## config.mk

```make
export PLATFORM = sky130hd
export DESIGN_NAME = uart_tx_arbiter
export DESIGN_NICKNAME = d
export VERILOG_FILES = /design/src/rtl/tester_uart_pkg.sv /design/src/rtl/uart_tx_arbiter_rr_pick.sv /design/src/rtl/uart_tx_arbiter.sv
export SDC_FILE = /design/constraint.sdc
export NUM_CORES = 1
export LEC_CHECK = 0
export CAP_MARGIN = 20
export CORE_UTILIZATION = 51
export CTS_BUF_LIST = sky130_fd_sc_hd__clkbuf_2
export DETAILED_ROUTE_END_ITERATION = 7
export GPL_TIMING_DRIVEN = 0
export PLACE_DENSITY_LB_ADDON = 0.25
export SYNTH_ARGS = -nofsm -noshare
export SYNTH_HDL_FRONTEND = slang
export SYNTH_SLANG_ARGS = --single-unit
```

## constraint.sdc

```tcl
create_clock -name in_clk -period 2.5 [get_ports in_clk]
set_input_delay 0.375 -clock in_clk [delete_from_list [all_inputs] [get_ports in_clk]]
set_output_delay 0.375 -clock in_clk [all_outputs]
set_load 0.02 [all_outputs]
```

## src/rtl/tester_uart_pkg.sv

```systemverilog
// Shared types for the tester-side UART arbitration logic.
package tester_uart_pkg;
  localparam int DATA_W_DEF = 6;

  typedef enum logic {IDLE, WAIT} arb_state_t;

  typedef logic [DATA_W_DEF-1:0] uart_char_t;
endpackage

```

## src/rtl/uart_tx_arbiter_rr_pick.sv

```systemverilog
// Combinational round-robin picker: one-hot grant of the first request at or after ptr.
module rr_pick
  import tester_uart_pkg::*;
#(
  parameter int N_REQ = 4,
  parameter int PW    = (N_REQ > 1) ? $clog2(N_REQ) : 1
) (
  input  logic [N_REQ-1:0] req,
  input  logic [PW-1:0]    ptr,
  output logic [N_REQ-1:0] gnt,
  output logic             vld
);
  logic [2*N_REQ-1:0] rot_dbl, back_dbl;
  logic [N_REQ-1:0]   rot, first;

  // Rotate so ptr sits at bit 0, isolate the lowest set bit, rotate back.
  always_comb begin
    rot_dbl  = {req, req} >> ptr;
    rot      = rot_dbl[N_REQ-1:0];
    first    = rot & (~rot + N_REQ'(1));
    back_dbl = {first, first} << ptr;
    gnt      = back_dbl[2*N_REQ-1:N_REQ];
    vld      = |req;
  end
endmodule

```

## src/rtl/uart_tx_arbiter.sv

```systemverilog
// Round-robin scheduler sharing one uart_tx among N_REQ requesters, with a done watchdog.
module uart_tx_arbiter
  import tester_uart_pkg::*;
#(
  parameter int N_REQ       = 4,
  parameter int DATA_W      = DATA_W_DEF,
  parameter int TIMEOUT_CYC = 65535
) (
  input  logic                    in_clk,
  input  logic                    in_rst,
  input  logic [N_REQ-1:0]        in_req,
  input  logic [N_REQ*DATA_W-1:0] in_data,
  output logic [N_REQ-1:0]        out_ack,
  output logic [N_REQ-1:0]        out_done,
  output logic                    out_timeout,
  output logic                    out_err,
  output logic                    out_tx_start,
  output logic [DATA_W-1:0]       out_tx_data,
  input  logic                    in_tx_busy,
  input  logic                    in_tx_done
);
  localparam int PW = (N_REQ > 1) ? $clog2(N_REQ) : 1;
  localparam int CW = $clog2(TIMEOUT_CYC + 1);

  arb_state_t        state_q, state_d;
  logic [PW-1:0]     ptr_q, ptr_d;
  logic [CW-1:0]     cnt_q, cnt_d;
  logic [N_REQ-1:0]  gnt_q, gnt_d, ack_q, ack_d, done_q, done_d;
  logic              tmo_q, tmo_d, err_q, err_d, start_q, start_d;
  logic [DATA_W-1:0] data_q, data_d;

  logic [N_REQ-1:0]  pick_gnt;
  logic              pick_vld;
  logic [PW-1:0]     pick_idx;
  logic [DATA_W-1:0] pick_data;

  rr_pick #(.N_REQ(N_REQ), .PW(PW)) u_pick (
    .req (in_req),
    .ptr (ptr_q),
    .gnt (pick_gnt),
    .vld (pick_vld)
  );

  always_comb begin
    pick_idx  = '0;
    pick_data = '0;
    for (int i = 0; i < N_REQ; i++) begin
      if (pick_gnt[i]) begin
        pick_idx  = PW'(i);
        pick_data = in_data[i*DATA_W +: DATA_W];
      end
    end
  end

  always_comb begin
    state_d = state_q;
    ptr_d   = ptr_q;
    cnt_d   = cnt_q;
    gnt_d   = gnt_q;
    data_d  = data_q;
    err_d   = err_q;
    ack_d   = '0;
    done_d  = '0;
    tmo_d   = 1'b0;
    start_d = 1'b0;
    case (state_q)
      IDLE: begin
        if (pick_vld && !in_tx_busy) begin
          data_d  = pick_data;
          start_d = 1'b1;
          ack_d   = pick_gnt;
          gnt_d   = pick_gnt;
          ptr_d   = (pick_idx == PW'(N_REQ - 1)) ? '0 : pick_idx + PW'(1);
          cnt_d   = '0;
          state_d = WAIT;
        end
      end
      WAIT: begin
        // The start cycle is not counted, so expiry lands TIMEOUT_CYC+1 cycles after start.
        if (!start_q && cnt_q != '1) cnt_d = cnt_q + CW'(1);
        if (in_tx_done) begin
          done_d  = gnt_q;
          state_d = IDLE;
        end else if (cnt_q == CW'(TIMEOUT_CYC - 1)) begin
          tmo_d   = 1'b1;
          err_d   = 1'b1;
          state_d = IDLE;
        end
      end
    endcase
  end

  always_ff @(posedge in_clk or posedge in_rst) begin
    if (in_rst) begin
      state_q <= IDLE;
      ptr_q   <= '0;
      cnt_q   <= '0;
      gnt_q   <= '0;
      ack_q   <= '0;
      done_q  <= '0;
      tmo_q   <= 1'b0;
      err_q   <= 1'b0;
      start_q <= 1'b0;
      data_q  <= '0;
    end else begin
      state_q <= state_d;
      ptr_q   <= ptr_d;
      cnt_q   <= cnt_d;
      gnt_q   <= gnt_d;
      ack_q   <= ack_d;
      done_q  <= done_d;
      tmo_q   <= tmo_d;
      err_q   <= err_d;
      start_q <= start_d;
      data_q  <= data_d;
    end
  end

  assign out_ack      = ack_q;
  assign out_done     = done_q;
  assign out_timeout  = tmo_q;
  assign out_err      = err_q;
  assign out_tx_start = start_q;
  assign out_tx_data  = data_q;
endmodule

```

==> results.ini <==
[status]
status=completed

[global_route]
grt_pass1_vias=1746
gr-total-overflow=0
grt_pass1_wl_um=7955
antenna_found_initial=0
grt_max_degree=41
grt_usage=0.2499

[power]
total_power_mw=1.811
p_leak_nw=1.207
peakVddDrop_mv=0.4732
power_density_nw_per_um2=685.5

[synthesis]
synth_nets=243
yosys_register_bits=40
ys_types=42
synthCells=209
synth_area_sq_um=2036
ys_seq_area_frac=0.4917
syn_avg_cell_area_sq_um=9.740
yosysWarningCount=0

[worst_setup_path]
cp-end-kind=flip-flop
reg2reg_depth=6
r2r_slack_ps=580
crit_slowest_cell=clkdlybuf4s50_1
cp.arrival_ps=2380
max_stage_delay_ps=520
crit_chain=clkdlybuf4s50_1 > nor4_1 > or3_1 > buf_2 > buf_1 > o211ai_1 > o31ai_1
cp-start-kind=input port
crit_type=input port to flip-flop
critPathMaxFanout=10
required_ps=2860

[drt]
drtIter0Drc=155
wire_per_inst_um=14.38
drt-total-wl_um=4502
drtPass1Iterations=6
routed_via_density=5.671
vias=1775
drtAntennaViolNets=0
drcViolationCount=0

[die]
die_area_sq_um=4248
ioPinCount=49
core-area_sq_um=3744
die_h_um=65.18
start_util=0.5438
dieWidth_um=65.18
rows=22

[clock_tree]
clk_pin_slew_ps=210
cts_buffers=5
clk_latency_ps=420
ctsResizeCount=0
ctsRootBufferMaster=clkbuf_2
cts_buffer_depth=2
post-cts-setup-buffers=0
clkSinkCount=40
tritoncts=done
cts-htree-levels=2
ctsHoldBuffers=0

[timing]
fin_setup_tns_ps=0
finalSetupViolCount=0
fin_skew_ps=25.58
maxSlewViolCount=0
worstMarginPinSlew_ps=818.3
finalHoldViolCount=0
slew_headroom=0.4537
rsz0062_at_grt=false
fmaxAchievable_ghz=0.4933
fin_hold_ws_ps=401.5
setup_ws_ps=472.8
post-route-min-period_ps=2027
fin_crit_sh=0.8109

[finish]
area_growth_pct=29.75
nets=298
diodes=0
final_cell_mix=48 x clkdlybuf4s50_1, 40 x dfrtp_1, 25 x nand2_1
multiInputGateArea_sq_um=949.7
final_cells=313
fillers=320
layout_commonest_cell=clkdlybuf4s50_1
regArea_sq_um=1001
drive_above_1_share=0.08302

[placement]
pre_cts_slack_ps=33.37
place_inst=305
dp_hpwl_um=3230
globalplace.congestion=0.8662
port_buffers=48

[flow_run]
drv_cap=0

[worst_hold_path]
hp-class=input port to async pin

critical path: cells and delay by family:
kind | cells | cell delay [ps]
buffers and inverters | 3 | 1170
and+or+nand+nor | 2 | 590
AOI/OAI and AO/OA | 2 | 240
layout make-up:
cell class | count | area share
Tap cell | 48 | 0.02274
Clock inverter | 2 | 0.01326
Clock buffer | 6 | 0.01137
Timing Repair Buffer | 48 | 0.1819
Multi-Input combinational cell | 149 | 0.3595
Buffer | 7 | 0.01374
Sequential cell | 40 | 0.3790
Inverter | 13 | 0.01847
path summary, 6_finish.rpt:
kind,from,endpoint
setup reg to reg,cnt_q[2]$_DFFE_PP0P_,cnt_q[3]$_DFFE_PP0P_
setup / recovery,in_req[0],cnt_q[4]$_DFFE_PP0P_
hold / removal,in_rst,out_ack[3]$_DFF_PP0_
max in group asynchronous,in_rst,cnt_q[7]$_DFFE_PP0P_
min in group in_clk,cnt_q[13]$_DFFE_PP0P_,cnt_q[13]$_DFFE_PP0P_
hold reg to reg,cnt_q[13]$_DFFE_PP0P_,cnt_q[13]$_DFFE_PP0P_
flip-flops by register name (all words and copies together) (netlist names):
register,cells
out_tx_start,1
out_err,1
out_ack,4
ptr_q,2
state_q,1
out_timeout,1
out_done,4
out_tx_data,6
cnt_q,16
gnt_q,4
cells by family after synthesis:
kind of cell,after synthesis,synth area share
DFF,40,0.4917
buffers and inverters,20,0.04179
xor gates and xnor gates,2,0.008606
adders and majority gates,2,0.01229
and+or+nand+nor,76,0.2077
AOI/OAI and AO/OA,66,0.2225
muxes,3,0.01537
power by group:
group	internal, mW	total, mW	leakage (nW)	switching [mW]
Sequential	0.751	0.846	0.535	0.0947
Clock	0.172	0.391	0.0430	0.219
Combinational	0.272	0.574	0.629	0.302
Total	1.20	1.81	1.21	0.615
cells in the mapped netlist (all sizes together):
cell	instances	area share
a21o	5	0.018
a21oi	6	0.015
a22oi	1	0.0037
a2bb2oi	1	0.0043
a311o	1	0.0049
a31o	1	0.0043
and2	2	0.0061
and3	9	0.028
and4	1	0.0043
buf	4	0.012
clkbuf	3	0.0055
dfrtp	40	0.49
ha	2	0.012
inv	13	0.024
mux2	1	0.0055
mux2i	2	0.0098
nand2	25	0.046
nand2b	3	0.0092
nand3	9	0.022
nand3b	1	0.0037
nand4	4	0.023
nor2	9	0.017
nor2b	1	0.0031
nor3	2	0.0049
nor4	3	0.020
o2111a	6	0.033
o211a	1	0.0049
o211ai	13	0.048
o21a	1	0.0037
o21ai	23	0.057
o221ai	1	0.0043
o22ai	1	0.0031
o31ai	5	0.018
or2	4	0.012
or3	3	0.0092
xor2	2	0.0086
layer usage:
layer	global-route usage	share of wire
met2	0.3879	0.48
met4	0.1440	0.024
met3	0.04340	0.046
met1	0.3277	0.45
met5	0	0
stage by stage:
step                cell area [sq um]  utilization
floorplan                        2036            -
global placement                 2576       0.6882
detailed placement               2576       0.6882
CTS                              2641       0.7055
global route                     2641       0.7055
finish                           2641       0.7055
(Power assumes the default switching activity.)
